## src/rtl/barrel_shifter_pipe.sv

```systemverilog
// Pipelined barrel shifter (SLL/SRL/SRA/ROL/ROR) with valid/ready handshake; one 2^k shift per stage.
// Define BSH_FLAGS_EN to add the out_carry / out_zero flag outputs.
module barrel_shifter_pipe #(
  parameter int WIDTH = 8,
  parameter int SHW   = $clog2(WIDTH)
) (
  input  logic             clk,
  input  logic             rst,
  input  logic             in_valid,
  output logic             in_ready,
  input  logic [WIDTH-1:0] in_data,
  input  logic [SHW-1:0]   in_amt,
  input  logic [2:0]       in_mode,
  output logic             out_valid,
  input  logic             out_ready,
  output logic [WIDTH-1:0] out_data
`ifdef BSH_FLAGS_EN
  ,
  output logic             out_carry,
  output logic             out_zero
`endif
);

  localparam logic [2:0] MODE_SLL = 3'b000;
  localparam logic [2:0] MODE_SRL = 3'b001;
  localparam logic [2:0] MODE_SRA = 3'b010;
  localparam logic [2:0] MODE_ROL = 3'b011;
  localparam logic [2:0] MODE_ROR = 3'b100;

  // One stage's conditional shift by s; SRA stays correct stage by stage because the MSB never changes.
  function automatic logic [WIDTH-1:0] shift_step(input logic [WIDTH-1:0] d,
                                                  input logic [2:0] m,
                                                  input logic en,
                                                  input int s);
    logic [WIDTH-1:0] r;
    r = d;
    if (en) begin
      case (m)
        MODE_SLL: r = d << s;
        MODE_SRL: r = d >> s;
        MODE_SRA: r = $signed(d) >>> s;
        MODE_ROL: r = (d << s) | (d >> (WIDTH - s));
        MODE_ROR: r = (d >> s) | (d << (WIDTH - s));
        default:  r = d;
      endcase
    end else begin
      r = d;
    end
    return r;
  endfunction

  logic             advance_s;
  logic [SHW-1:0]   valid_r;
  logic [WIDTH-1:0] data_r    [SHW];
  logic [WIDTH-1:0] data_nx_s [SHW];
  logic [2:0]       mode_r    [SHW-1];
  logic [SHW-1:0]   amt_r     [SHW-1];
  logic [SHW-1:0]   amt_nx_s  [SHW-1];

  assign advance_s = ~valid_r[SHW-1] | out_ready;
  assign in_ready  = advance_s;
  assign out_valid = valid_r[SHW-1];
  assign out_data  = data_r[SHW-1];

  // Next value of every stage; stage k consumes the amount bit that was shifted down to position 0.
  always_comb begin
    data_nx_s[0] = shift_step(in_data, in_mode, in_amt[0], 1);
    amt_nx_s[0]  = {1'b0, in_amt[SHW-1:1]};
    for (int k = 1; k < SHW; k++) begin
      data_nx_s[k] = shift_step(data_r[k-1], mode_r[k-1], amt_r[k-1][0], 1 << k);
    end
    for (int k = 1; k < SHW - 1; k++) begin
      amt_nx_s[k] = {1'b0, amt_r[k-1][SHW-1:1]};
    end
  end

  // Pipeline registers: every stage moves together on advance and holds otherwise.
  always_ff @(posedge clk or posedge rst) begin
    if (rst) begin
      valid_r <= {SHW{1'b0}};
      for (int k = 0; k < SHW; k++) data_r[k] <= {WIDTH{1'b0}};
      for (int k = 0; k < SHW - 1; k++) begin
        mode_r[k] <= 3'b000;
        amt_r[k]  <= {SHW{1'b0}};
      end
    end else if (advance_s) begin
      valid_r <= {valid_r[SHW-2:0], in_valid};
      for (int k = 0; k < SHW; k++) data_r[k] <= data_nx_s[k];
      mode_r[0] <= in_mode;
      for (int k = 1; k < SHW - 1; k++) mode_r[k] <= mode_r[k-1];
      for (int k = 0; k < SHW - 1; k++) amt_r[k] <= amt_nx_s[k];
    end else begin
      valid_r <= valid_r;
    end
  end

`ifdef BSH_FLAGS_EN
  logic [SHW-1:0] carry_r;
  logic           carry_nx_s;
  logic           zero_r;
  logic [SHW-1:0] idx_left_s;
  logic [SHW-1:0] idx_right_s;

  // WIDTH is a power of two, so WIDTH-amt wraps correctly in SHW bits.
  assign idx_left_s  = {SHW{1'b0}} - in_amt;
  assign idx_right_s = in_amt - {{(SHW-1){1'b0}}, 1'b1};

  // Carry is the last bit to cross the word boundary, decided once at accept.
  always_comb begin
    carry_nx_s = 1'b0;
    if (in_amt == {SHW{1'b0}}) begin
      carry_nx_s = 1'b0;
    end else begin
      case (in_mode)
        MODE_SLL, MODE_ROL:           carry_nx_s = in_data[idx_left_s];
        MODE_SRL, MODE_SRA, MODE_ROR: carry_nx_s = in_data[idx_right_s];
        default:                      carry_nx_s = 1'b0;
      endcase
    end
  end

  // Flag registers follow the data pipe with identical stall behaviour.
  always_ff @(posedge clk or posedge rst) begin
    if (rst) begin
      carry_r <= {SHW{1'b0}};
      zero_r  <= 1'b0;
    end else if (advance_s) begin
      carry_r <= {carry_r[SHW-2:0], carry_nx_s};
      zero_r  <= (data_nx_s[SHW-1] == {WIDTH{1'b0}});
    end else begin
      zero_r  <= zero_r;
    end
  end

  assign out_carry = carry_r[SHW-1];
  assign out_zero  = zero_r;
`endif

endmodule
```

## config.mk

```make
export PLATFORM = sky130hd
export DESIGN_NAME = barrel_shifter_pipe
export DESIGN_NICKNAME = d
export VERILOG_FILES = /design/src/rtl/barrel_shifter_pipe.sv
export SDC_FILE = /design/constraint.sdc
export NUM_CORES = 1
export LEC_CHECK = 0
export BUFFER_PORTS_ARGS = -buffer_cell sky130_fd_sc_hd__buf_2
export CAP_MARGIN = 20
export CORE_MARGIN = 2
export CORE_UTILIZATION = 25
export DETAILED_ROUTE_END_ITERATION = 10
export GPL_TIMING_DRIVEN = 0
export HOLD_SLACK_MARGIN = 0.12
export PLACE_DENSITY = 0.41
export SYNTH_ARGS = -nofsm -noshare
export SYNTH_HDL_FRONTEND = slang
export SYNTH_SLANG_ARGS = --single-unit
```

## constraint.sdc

```tcl
create_clock -name clk -period 3.32 [get_ports clk]
set_clock_uncertainty 0.15 [all_clocks]
set_input_delay 0.498 -clock clk [delete_from_list [all_inputs] [get_ports clk]]
set_output_delay 0.498 -clock clk [all_outputs]
set_load 0.02 [all_outputs]
```

==> results.txt <==
The core area is 8720 µm². In the synthesized netlist the dominant register cell turns out to be sky130_fd_sc_hd__dfrtp_1. The number of enable-type register cells in the synthesized netlist is 0. The total power density per cell area is 789 nW/µm². The first detailed-routing pass ran for 4 iterations. Synthesis instantiated 43 different standard cells from the library.

The count of placed standard cells in the final layout, fillers left out came out at 408. The total clock buffers created by CTS is 5. The worst hold path belongs to the class in -> async. The antenna diode instance count came out at 0. TritonCTS built the clock tree. The post-synthesis simple-gate area fraction is 0.217. The layout-stage area growth over the synthesis result came out at 15.5%. The post-synthesis cell count is 268. Once the clock tree was built, the setup fixing pass inserted 0 buffers. By startpoint and endpoint, the worst setup path is classified as reg -> out. In this run, synthesis produced a sequential element count of 36. Data arrives at the worst endpoint at 1840 ps. The first global-routing pass estimated 10.4 mm of wire.

The most common cell after layout, fill and taps aside is sky130_fd_sc_hd__nand2_1. The first routing iteration left 121 violations. Summed over all nets, wire length on met3 after detailed routing comes to 261 µm.

The clock transition at the register clock pins on the worst setup and hold paths after CTS is 80 ps. The final setup violation count is 0. The number of antenna violations at the first check in global routing came out at 0. The worst setup path is launched from a flop.

The Yosys step of the flow raised 0 warnings. The cell-internal power is 1.20 mW. Entering global routing, the biggest net connects 37 pins. Once detail routing completed, the nets flagged for antenna violations numbered 0. Hold repair after CTS inserted 0 buffers.

VDD sags by at most 164 µV. Dividing the detail-routed via count by the number of cells gives 4.95. The sequential share of power came out at 0.384. The wire length on met2 is 2.87 mm. The count of H-tree levels built during CTS is 2. Total power for the finished layout comes to 2.06 mW. The final-layout worst hold slack is 204 ps. In the routed design, unresolved DRC markers number 0. The detailed router used layers up to and including met4.

The post-detailed-placement cell area came out at 2510 µm². The post-synthesis net count is 286. The worst endpoint required time came out at 2670 ps.

The total number of placement rows came out at 34. The shortest period the worst path allows came out at 2490 ps. The setup total negative slack is 0 ps. The async set-reset flop share out of synthesis is 1.00. The cell area after layout came out at 2610 µm². The max-slew headroom at the worst pin is 0.460.

The worst setup path is captured at an output pin. The core utilization of the finished layout came out at 0.299. Max-cap violations in this run came to 0. The root buffer cell chosen for the clock tree is sky130_fd_sc_hd__clkbuf_8. The count of input and output buffers came out at 24.

The half-perimeter wire length of the detailed placement result is 4.53 mm. After clock tree synthesis, the repair step resized 0 gates. The die span in y came out at 99.0 µm. The placed cell count came out at 400.

The timing-limited maximum frequency came out at 402 MHz. Each instance of the synthesized netlist takes up on average 8.42 µm². The number of hold-slack violations in the final timing report came to 0. The count of final max-slew check failures was 0. Of the total power, the clock network draws 0.165. The detailed router put a total of 3.01 mm of wire on met1. The top cell types in the final layout, fill and taps aside, are 54 x sky130_fd_sc_hd__nand2_1, 36 x sky130_fd_sc_hd__dfrtp_1, 27 x sky130_fd_sc_hd__buf_2. The worst slack at placement came out at 1010 ps.

The net count of the finished layout is 317. Pin placement for this block handled 28 I/O pins. The worst-skew pair later-pin latency came out at 300 ps. After layout, the worst setup slack is 829 ps. The power share of the combinational group is 0.451.

The cell area that synthesis handed to floorplanning was 2260 µm². CTS saw 36 sinks. The wire length per cell came out at 15.3 µm. The remaining global-route overflow is 0. Summed over all layers, the routed wires come to 6.23 mm. The switching power is 0.859 mW. The die extent in x came out at 99.0 µm.

The combinational family with the most area after synthesis is compound AO/OA/AOI/OAI gates. The initial standard-cell utilization of the core came out at 0.259. Of the total synthesized cell area, the portion taken by XOR and XNOR cells is 0.0194.

The share of the Yosys chip area taken by registers is 0.399. The maximum number of buffers from clock root to sink came out at 2. The run finished with clean final reports. The share of post-route cells with drive strength above 1 is 0.197.

The die covers 9800 µm². Setup repair after global routing left no endpoint under its margin. The via count of the first global-routing pass is 1983. The adder-cell share of the synthesized area is 0. At the pin with the least slew margin, the transition time is 809 ps. The final route contains 2021 vias. Summed over all cells, the static leakage comes to 1.09 nW. At the end of routability-driven placement, the weighted congestion stood at 0.826. Along the worst path, the maximum fanout reaches 10. Of the available clock period, the critical path in the final layout requires 0.750. The multiplexer share of the synthesized area is 0.0288. The fraction of power spent switching nets is 0.418. The total track usage came out at 0.133.

The fraction of the mapped netlist area in compound gates came out at 0.258.
final cells by class:
cell class                 count  area (µm²)
fill                         944        6110
clock buffer                   7        86.3
clock inverter                 1        7.51
timing repair buffer          24         120
multi-input combinational    200        1180
inverter                       3        11.3
buffer                        29         165
sequential                    36         901
tap                          108         135
worst max-delay path: stages, from the launching register on:
cell and delay (ps):
sky130_fd_sc_hd__dfrtp_1 370, sky130_fd_sc_hd__nor2b_1 120, sky130_fd_sc_hd__clkbuf_1 190, sky130_fd_sc_hd__inv_2 200
sky130_fd_sc_hd__clkbuf_1 410, sky130_fd_sc_hd__buf_2 260
synth_stat cells (3+ instances only):
cell type                   n  area share
sky130_fd_sc_hd__a22oi_1    4       0.013
sky130_fd_sc_hd__buf_4     10       0.033
sky130_fd_sc_hd__o22ai_1    5       0.014
sky130_fd_sc_hd__dfrtp_1   36        0.40
sky130_fd_sc_hd__nor3_1     4      0.0089
sky130_fd_sc_hd__a21oi_1   22       0.049
sky130_fd_sc_hd__nor2_1     8       0.013
sky130_fd_sc_hd__o21ai_1   13       0.029
sky130_fd_sc_hd__a211oi_1   6       0.020
sky130_fd_sc_hd__nor3b_1    6       0.020
sky130_fd_sc_hd__o221ai_1   6       0.023
sky130_fd_sc_hd__a222oi_1   4       0.018
sky130_fd_sc_hd__o221a_2    4       0.020
sky130_fd_sc_hd__clkbuf_1  13       0.022
sky130_fd_sc_hd__or2_2      4       0.011
sky130_fd_sc_hd__nand2_1   54       0.090
sky130_fd_sc_hd__nand2b_1   6       0.017
sky130_fd_sc_hd__nor2b_1   10       0.028
sky130_fd_sc_hd__mux2_1     4       0.020
sky130_fd_sc_hd__buf_2      3      0.0066
sky130_fd_sc_hd__o21ai_0   19       0.042
final timing paths:
check                           cells after the start              startpoint  slack (ps)                      end
worst max register to register                      6  valid_r[2]$_DFFE_PP0P_        1300   data_r[17]$_DFFE_PP0P_
min in group clk                                    3               in_amt[2]         250  amt_nx_s[0]$_DFFE_PP0P_
max in group asynchronous                           2                     rst        2300  out_data[2]$_DFFE_PP0P_
worst min-delay path                                2                     rst         200  out_data[4]$_DFFE_PP0P_
worst max-delay path                                5  valid_r[2]$_DFFE_PP0P_         830                 in_ready
worst min register to register                      2  valid_r[1]$_DFFE_PP0P_         310   valid_r[1]$_DFFE_PP0P_
state kept, by name, indices dropped and copies added, names as in the netlist:
register / count
mode_r: 6
out_data: 8
data_r: 16
valid_r: 3
amt_nx_s: 1
amt_r: 2
logic make-up (layout without fill, tap and decap cells):
| family | after synthesis | after routing |
|---|---|---|
| flip-flops | 36 | 36 |
| AO/OA/AOI/OAI | 91 | 91 |
| XOR/XNOR | 2 | 2 |
| AND/OR/NAND/NOR | 101 | 101 |
| buffers and inverters | 32 | 64 |
| multiplexers | 6 | 6 |
power groups by stage:
stage	Clock, mW	Sequential [mW]	Combinational [mW]
finish	0.339	0.789	0.927
global placement	0	0.796	0.924
CTS	0.355	0.795	0.935
detailed placement	0	0.803	0.933
global route	0.369	0.822	1.04
floorplan	0	0.732	0.725
layer usage:
metal,vias up,global-route usage
met5,-,0
met1,953,0.179
met3,10,0.0277
met2,51,0.215
li1,1007,-
met4,0,0.0432
Note: power is estimated with default switching activity, not from simulation.
